**src/rtl/core_bridge_pkg.sv**
```systemverilog
// Shared constants for the bridge host-command protocol: magic words,
// register window offsets, command codes and the host state encoding.
package core_bridge_pkg;

  localparam logic [15:0] MAGIC_CM = 16'h434D;
  localparam logic [15:0] MAGIC_BU = 16'h4255;
  localparam logic [15:0] MAGIC_OK = 16'h4F4B;

  localparam logic [31:0] OFS_CMD   = 32'h0000_0000;
  localparam logic [31:0] OFS_PARAM = 32'h0000_0020;
  localparam logic [31:0] OFS_RESP  = 32'h0000_0040;

  localparam logic [15:0] CMD_STATUS      = 16'h0000;
  localparam logic [15:0] CMD_RESET_ENTER = 16'h0010;
  localparam logic [15:0] CMD_RESET_EXIT  = 16'h0011;
  localparam logic [15:0] CMD_DS_COMPLETE = 16'h008A;
  localparam logic [15:0] CMD_RTC         = 16'h00B0;

  typedef enum logic [2:0] {
    S_IDLE,
    S_WR_PARAM,
    S_WR_CMD,
    S_POLL_GAP,
    S_POLL_RD,
    S_POLL_WAIT,
    S_RD_RESP,
    S_DONE
  } host_state_t;

endpackage

```
**src/rtl/bridge_byteswap32.sv**
```systemverilog
// 32-bit byte-order reversal with bypass; used on both bus data directions.
module bridge_byteswap32 (
  input  logic        en,
  input  logic [31:0] din,
  output logic [31:0] dout
);

  assign dout = en ? {din[7:0], din[15:8], din[23:16], din[31:24]} : din;

endmodule

```
**src/rtl/core_bridge_host_cmd.sv**
```systemverilog
// Host-side initiator for the bridge host-command protocol: writes params and
// command, polls status, reads responses. BRIDGE_HOST_LITTLE_ENDIAN_EN selects a byte-swapped bus.
module core_bridge_host_cmd
  import core_bridge_pkg::*;
#(
  parameter logic [31:0] BASE_ADDR     = 32'hF8000000,
  parameter int unsigned RD_LATENCY    = 1,
  parameter int unsigned POLL_GAP      = 4,
  parameter int unsigned TIMEOUT_POLLS = 1024
) (
  input  logic         clk,
  input  logic         reset_n,
  input  logic         i_start,
  input  logic [15:0]  i_cmd,
  input  logic [127:0] i_param,
  output logic         o_busy,
  output logic         o_done,
  output logic [15:0]  o_result,
  output logic [127:0] o_resp,
  output logic         o_timeout,
  output logic         o_proterr,
  output logic         bridge_endian_little,
  output logic [31:0]  bridge_addr,
  output logic         bridge_wr,
  output logic [31:0]  bridge_wr_data,
  output logic         bridge_rd,
  input  logic [31:0]  bridge_rd_data
);

`ifdef BRIDGE_HOST_LITTLE_ENDIAN_EN
  localparam logic       ENDIAN_LE  = 1'b1;
  localparam logic [2:0] SETTLE_CYC = 3'd4;
`else
  localparam logic       ENDIAN_LE  = 1'b0;
  localparam logic [2:0] SETTLE_CYC = 3'd0;
`endif

  localparam logic [2:0]  LAT = 3'(RD_LATENCY);
  localparam logic [15:0] GAP = 16'(POLL_GAP);

  host_state_t  state;
  logic [2:0]   settle_cnt;
  logic         settled;
  logic [1:0]   idx;
  logic [15:0]  gap_cnt;
  logic [15:0]  poll_cnt;
  logic [2:0]   lat_cnt;
  logic         rsp_wait;
  logic         fin_to;
  logic         fin_pe;
  logic         start_ok;
  logic [31:0]  wr_data_q;
  logic [31:0]  rd_word;
  logic [15:0]  cmd_q;
  logic [127:0] param_q;
  logic [15:0]  result_buf;
  logic [127:0] resp_buf;

  assign bridge_endian_little = ENDIAN_LE;
  assign settled  = (settle_cnt == SETTLE_CYC);
  // A start coinciding with the o_done pulse is not taken.
  assign start_ok = (state == S_IDLE) && i_start && !o_done;

  bridge_byteswap32 u_swap_wr (
    .en   (ENDIAN_LE),
    .din  (wr_data_q),
    .dout (bridge_wr_data)
  );

  bridge_byteswap32 u_swap_rd (
    .en   (ENDIAN_LE),
    .din  (bridge_rd_data),
    .dout (rd_word)
  );

  always_ff @(posedge clk or negedge reset_n) begin
    if (!reset_n) begin
      state       <= S_IDLE;
      settle_cnt  <= 3'd0;
      idx         <= 2'd0;
      gap_cnt     <= 16'd0;
      poll_cnt    <= 16'd0;
      lat_cnt     <= 3'd0;
      rsp_wait    <= 1'b0;
      fin_to      <= 1'b0;
      fin_pe      <= 1'b0;
      o_busy      <= 1'b0;
      o_done      <= 1'b0;
      o_result    <= 16'd0;
      o_resp      <= 128'd0;
      o_timeout   <= 1'b0;
      o_proterr   <= 1'b0;
      bridge_addr <= 32'd0;
      bridge_wr   <= 1'b0;
      bridge_rd   <= 1'b0;
      wr_data_q   <= 32'd0;
    end else begin
      bridge_wr <= 1'b0;
      bridge_rd <= 1'b0;
      o_done    <= 1'b0;
      if (!settled) settle_cnt <= settle_cnt + 3'd1;

      case (state)
        S_IDLE: begin
          if (start_ok) begin
            o_busy   <= 1'b1;
            idx      <= 2'd0;
            poll_cnt <= 16'd0;
            fin_to   <= 1'b0;
            fin_pe   <= 1'b0;
            state    <= S_WR_PARAM;
          end
        end
        // Bus accesses stall here until the responder's endian sync has settled.
        S_WR_PARAM: begin
          if (settled) begin
            bridge_wr   <= 1'b1;
            bridge_addr <= BASE_ADDR + OFS_PARAM + {28'd0, idx, 2'b00};
            wr_data_q   <= param_q[{idx, 5'd0} +: 32];
            idx         <= idx + 2'd1;
            if (idx == 2'd3) state <= S_WR_CMD;
          end
        end
        S_WR_CMD: begin
          bridge_wr   <= 1'b1;
          bridge_addr <= BASE_ADDR + OFS_CMD;
          wr_data_q   <= {MAGIC_CM, cmd_q};
          gap_cnt     <= GAP;
          state       <= S_POLL_GAP;
        end
        S_POLL_GAP: begin
          if (gap_cnt == 16'd0) state <= S_POLL_RD;
          else gap_cnt <= gap_cnt - 16'd1;
        end
        S_POLL_RD: begin
          bridge_rd   <= 1'b1;
          bridge_addr <= BASE_ADDR + OFS_CMD;
          if (poll_cnt != 16'hFFFF) poll_cnt <= poll_cnt + 16'd1;
          lat_cnt     <= 3'd0;
          state       <= S_POLL_WAIT;
        end
        // Status is decoded on the cycle the read data becomes valid.
        S_POLL_WAIT: begin
          if (lat_cnt != LAT) begin
            lat_cnt <= lat_cnt + 3'd1;
          end else if (rd_word[31:16] == MAGIC_OK) begin
            idx      <= 2'd0;
            rsp_wait <= 1'b0;
            state    <= S_RD_RESP;
          end else if (rd_word[31:16] == MAGIC_CM || rd_word[31:16] == MAGIC_BU) begin
            if (32'(poll_cnt) >= TIMEOUT_POLLS) begin
              fin_to <= 1'b1;
              state  <= S_DONE;
            end else begin
              gap_cnt <= GAP;
              state   <= S_POLL_GAP;
            end
          end else begin
            fin_pe <= 1'b1;
            state  <= S_DONE;
          end
        end
        S_RD_RESP: begin
          if (!rsp_wait) begin
            bridge_rd   <= 1'b1;
            bridge_addr <= BASE_ADDR + OFS_RESP + {28'd0, idx, 2'b00};
            lat_cnt     <= 3'd0;
            rsp_wait    <= 1'b1;
          end else if (lat_cnt != LAT) begin
            lat_cnt <= lat_cnt + 3'd1;
          end else begin
            rsp_wait <= 1'b0;
            idx      <= idx + 2'd1;
            if (idx == 2'd3) state <= S_DONE;
          end
        end
        S_DONE: begin
          o_done    <= 1'b1;
          o_busy    <= 1'b0;
          o_timeout <= fin_to;
          o_proterr <= fin_pe;
          if (fin_to || fin_pe) begin
            o_result <= 16'hFFFF;
          end else begin
            o_result <= result_buf;
            o_resp   <= resp_buf;
          end
          state <= S_IDLE;
        end
        default: state <= S_IDLE;
      endcase
    end
  end

  // Command payload and read-back buffers carry no reset; they are only
  // consumed after being written within the same command.
  always_ff @(posedge clk) begin
    if (start_ok) begin
      cmd_q   <= i_cmd;
      param_q <= i_param;
    end
    if (state == S_POLL_WAIT && lat_cnt == LAT && rd_word[31:16] == MAGIC_OK)
      result_buf <= rd_word[15:0];
    if (state == S_RD_RESP && rsp_wait && lat_cnt == LAT)
      resp_buf[{idx, 5'd0} +: 32] <= rd_word;
  end

endmodule

```
**config.mk**
```make
export PLATFORM = sky130hd
export DESIGN_NAME = core_bridge_host_cmd
export DESIGN_NICKNAME = d
export VERILOG_FILES = /design/src/rtl/core_bridge_pkg.sv /design/src/rtl/bridge_byteswap32.sv /design/src/rtl/core_bridge_host_cmd.sv
export SDC_FILE = /design/constraint.sdc
export NUM_CORES = 1
export LEC_CHECK = 0
export CORE_ASPECT_RATIO = 0.8
export CORE_MARGIN = 8
export CORE_UTILIZATION = 35
export DETAILED_ROUTE_END_ITERATION = 12
export SYNTH_ARGS = -nofsm -noshare
export SYNTH_HDL_FRONTEND = slang
export SYNTH_SLANG_ARGS = --single-unit
```
**constraint.sdc**
```tcl
create_clock -name clk -period 5.4 [get_ports clk]
set_clock_uncertainty 0.15 [all_clocks]
set_input_delay 1.35 -clock clk [delete_from_list [all_inputs] [get_ports clk]]
set_output_delay 1.35 -clock clk [all_outputs]
set_load 0.1 [all_outputs]
```
==> results.cfg, run 1 <==
[status]
status = finished, final reports clean

[logic_synthesis]
syn_avg_cell_area_sq_um = 13.2
synth_edf_count = 288
ys_async_sr_fraction = 0.447
synth_seq_cells = 521
synth.distinct_cells = 65
yosys-top-cells-count = nand2_1, edfxtp_1, dfrtp_1
syn_inst = 1565
synth_ff_type = edfxtp_1
synth_compound_area_frac = 0.0438
ys_seq_area_frac = 0.703
ys_top_cells_by_area = edfxtp_1, dfrtp_1, nand2_1
yosysWarnings = 0
yosysMostFrequentCell = nand2_1
yosysTopAreaCellShare = 0.420
netlist_area_sq_mm = 0.0206
synthMuxAreaShare = 0.0502
synth_top_family_by_area = simple AND/OR/NAND/NOR gates
yosys.area_share.simple = 0.160
yosysTopAreaCell = edfxtp_1
yosys.area_share.adder = 0.0109
synth_xor_area_frac = 0.00425

[drt]
dr.first_iter.drc_count = 948
wire_per_inst_microns = 20.2
first_pass_iters = 5
ant_nets = 0
vias = 13200
routed_wl_microns = 55400
drc_errors = 0
viasPerCell = 4.80

[timing]
tightest_slew_ps = 1130
fmax_mhz = 263
relSlewSlack = 0.245
period_share = 0.704
period_minus_slack_ps = 3800
tns_ps = 0
drv_slew = 0
hold_viol = 0
setup_viol = 0
rsz0062_at_grt = false

[cells_and_area]
fill_cells = 5266
final_nets = 2129
final_util = 0.462
area_delta_synth_final_pct = 30.5
drive_above_1_share = 0.0875
stdcell_count = 2748

[clock_tree]
htreeDepth = 2
clk_latency_ps = 610
clk_pin_slew_worst_paths_ps = 60
clkSinkCount = 521
cts_root_buffer = clkbuf_16
cts.repair.resized = 0
hold_buffers = 0
clockBufferDepth = 3
cts_tree = yes
cts_buffers = 54
cts_setup_buffers = 0

[place]
port-buffer-count = 369
dp.final_hpwl_microns = 38100
dp.cells = 2645
place_congestion = 0.819

[setup_path]
path_buf_inv = 1
cp_slowest_stage_delay_ps = 1200
worst_ep_required_time_ps = 3900
criticalPathCategory = reg -> out
slowest_stage = clkdlybuf4s50_1
cp_top_family = buffers and inverters
setup.worst_path.start_class = register
cp_data_arrival_time_ps = 2300
cp_max_fo = 6
endpoint_kind = output port
path_cells = clkdlybuf4s50_1

[power_and_ir_drop]
p_comb_frac = 0.445
p_int_mw = 9.23
p_per_area_mw_per_mm2 = 629
leakagePower_nw = 10.9
netSwitchingFraction = 0.454
power.switching_mw = 7.68
irDropWorstVdd_uv = 527
p_seq_frac = 0.328
clkPwrFrac = 0.227

[global_route]
grt_overflow = 0
grt_pass1_vias = 13800
track_usage = 0.162
antenna_found_initial = 5
grt_pass1_wl_microns = 84000
grt_max_degree = 129

[worst_hold_path]
hp-class = reg -> reg

[floorplanning]
fp-row-count = 79
die_width_microns = 287
dieArea_sq_mm = 0.0669
core-area_sq_mm = 0.0582
die_h_microns = 233
initial_core_util = 0.354
ioPinCount = 394

[flow_run]
maxCapViolCount = 0
## routing by layer
metal / wire length, microns / global-route usage / up-vias
met2: 24900 / 0.250 / 434
met3: 4480 / 0.0503 / 85
li1: - / - / 6106
met4: 1090 / 0.0401 / 8
met5: 57 / 0 / -
met1: 24900 / 0.222 / 6571
## flip-flops by register name (all words and copies together) (netlist names), 2 cells and up
signal,count
gap_cnt,16
settle_cnt,3
param_q,128
state,3
cmd_q,16
idx,2
wr_data_q,32
bridge_addr,5
o_result,16
result_buf,16
lat_cnt,3
o_resp,128
poll_cnt,16
resp_buf,128
## worst reg2reg max path, delay by kind of cell, from the launching register on
family / cells / cell delay (ps)
adder cells (fa/ha/maj): 1 / 530
buffers and inverters: 1 / 100
flip-flops: 1 / 420
AND/OR/NAND/NOR: 4 / 1530
## through the flow
stage                     setup slack [ps]  power [mW]  hold WS, ps  area, sq um
final                                 1600        16.9          286        26900
after detailed placement              1460        13.2          271        25100
after global placement                1500        13.1          267        25100
after global routing                  1510        17.6          297        26900
after CTS                             1520        17.1          284        26900
after floorplan                        900        11.1          265        20700
## power groups by stage
stage | logic (mW) | registers [mW] | clock network, mW
after global placement | 7.52 | 5.59 | 0
after global routing | 7.92 | 5.62 | 4.10
final | 7.53 | 5.54 | 3.84
after floorplan | 2.08 | 9.03 | 0
after detailed placement | 7.59 | 5.62 | 0
after CTS | 7.61 | 5.55 | 3.95
## path summary, 6_finish.rpt
kind,to,cells after the start,slack [ps],from
worst max-delay path,bridge_addr[27],1,1600,bridge_addr[30]
worst min register to register,o_resp[126],2,290,resp_buf[126]
max in group asynchronous,wr_data_q[8],2,3380,reset_n
min in group asynchronous,o_resp[10],1,660,reset_n
worst min-delay path,o_resp[126],2,290,resp_buf[126]
worst max register to register,resp_buf[116],6,2270,state[0]
## cell usage in the layout (no fill, tap or decap), types with 28 or more instances in the layout
| cell type | synthesis | layout |
|---|---|---|
| mux4_2 | 32 | 32 |
| and2_1 | 136 | 132 |
| edfxtp_1 | 288 | 288 |
| o21ai_0 | 31 | 31 |
| clkbuf_16 | 0 | 54 |
| nand2_1 | 440 | 440 |
| clkdlybuf4s50_1 | 0 | 367 |
| mux2i_1 | 28 | 28 |
| nor2_1 | 32 | 31 |
| dfrtp_1 | 233 | 231 |
## area by class of cell
class	instances	area (sq um)	share of cell area
Sequential cell	521	14500	0.538
Multi-Input combinational cell	949	5680	0.211
Timing Repair Buffer	386	3850	0.143
Clock buffer	66	1440	0.0534
Tap cell	769	962	0.0358
Clock inverter	36	403	0.0150
Inverter	20	80.1	0.00298
Antenna cell	1	2.50	0.0000930
## kinds of logic (layout without fill, tap and decap cells)
kind of cell | count (synthesis) | count (layout)
adders and majority gates | 18 | 18
buffers and inverters | 118 | 508
xor gates and xnor gates | 10 | 10
and+or+nand+nor | 708 | 708
AOI/OAI and AO/OA | 126 | 126
muxes | 63 | 63
other | 1 | 25
DFF | 521 | 521
(Power assumes the default switching activity.)
==> run 2: changes to the inputs <==
==> constraint.sdc (replaced) <==
create_clock -name clk -period 3.8 [get_ports clk]
set_clock_uncertainty 0.15 [all_clocks]
set_input_delay 0.95 -clock clk [delete_from_list [all_inputs] [get_ports clk]]
set_output_delay 0.95 -clock clk [all_outputs]
set_load 0.1 [all_outputs]
==> results.cfg, run 2 (synthesis gave the netlist of run 1 again) <==
[setup_path]
r2r-start = state[1]
setup.worst_path.start_class = input pin
cp_data_arrival_time_ps = 3300
cp_max_fo = 8
criticalPathCategory = in -> reg
worst_ep_required_time_ps = 4150
startpoint = bridge_rd_data[29]
endpoint_kind = register

[place]
dp.final_hpwl_microns = 38700
dp.cells = 2664
place_ws_ps = 244
place_congestion = 0.797
placed_area_sq_mm = 0.0248
port-buffer-count = 369

[timing]
setup_viol = 0
hold_slack_ps = 131
hold_viol = 0
fmax_mhz = 339
tns_ps = 0
setup_slack_ps = 850
drv_slew = 0
tightest_slew_ps = 891
period_share = 0.776
relSlewSlack = 0.406
rsz0062_at_grt = false
period_minus_slack_ps = 2950

[clock_tree]
cts.repair.resized = 0
hold_buffers = 0
clk_pin_slew_worst_paths_ps = 60
clkSinkCount = 521
cts_setup_buffers = 0
clockBufferDepth = 3
clk_latency_ps = 620
cts_tree = yes
cts_buffers = 53
htreeDepth = 2
cts_root_buffer = clkbuf_16

[cells_and_area]
final_nets = 2147
top_regs = o_resp x128, param_q x128, resp_buf x128
final_util = 0.458
fill_cells = 5209
area_delta_synth_final_pct = 29.3
final_design_area_no_fill_sq_mm = 0.0266
most-common-layout-cells = nand2_1, edfxtp_1, dfrtp_1
stdcell_count = 2766
drive_above_1_share = 0.192
final_common_cell = nand2_1

[drt]
drc_errors = 0
wire_per_inst_microns = 20.1
ant_nets = 0
vias = 13300
routed_wl_microns = 55500
dr.first_iter.drc_count = 934
first_pass_iters = 5
viasPerCell = 4.80

[status]
status = finished, final reports clean

[floorplanning]
die_width_microns = 287
fp-row-count = 79
core-area_sq_mm = 0.0582
dieArea_sq_mm = 0.0669
die_h_microns = 233
ioPinCount = 394
initial_core_util = 0.354

[power_and_ir_drop]
p_per_area_mw_per_mm2 = 897
irDropWorstVdd_uv = 785
leakagePower_nw = 11.4
power_mw = 23.9

[global_route]
grt_max_degree = 129
grt_pass1_wl_microns = 84400
grt_overflow = 0
antenna_found_initial = 4
grt_pass1_vias = 13700
track_usage = 0.163

[worst_hold_path]
hp-class = in -> async

[flow_run]
maxCapViolCount = 0
run 2: per-layer routing:
metal  up-vias  track usage  part of all wire
li1       6146            -                 -
met1      6592        0.225              0.44
met2       462        0.252              0.45
met3        70       0.0501             0.089
met4         4       0.0335             0.015
met5         -            0           0.00047
run 2: power by group:
part | switching [mW] | internal (mW)
Combinational | 7.94 | 2.55
Clock | 2.25 | 3.24
Sequential | 0.721 | 7.20
run 2: cell type report:
class,count,area [sq um],share of cell area
clock inverter,30,377,0.0141
multi-input combinational,949,5680,0.213
antenna,2,5.00,0.000188
inverter,20,80.1,0.00300
clock buffer,70,1480,0.0555
tap,769,962,0.0361
timing repair buffer,405,3580,0.134
sequential,521,14500,0.543
run 2: path summary, 6_finish.rpt:
path	end	slack, ps	cells after the start
max	gap_cnt[3]	850	6
min	o_resp[29]	130	1
max reg2reg	param_q[126]	860	6
min reg2reg	o_resp[69]	260	2
max in group asynchronous	idx[0]	2470	2
min in group clk	o_resp[69]	260	2
run 2: critical path, cell delays in order:
cell and delay (ps):
clkdlybuf4s50_1 570, nor4b_4 460, nand4_1 250, o31ai_2 460, nand2_2 210, a221o_1 390
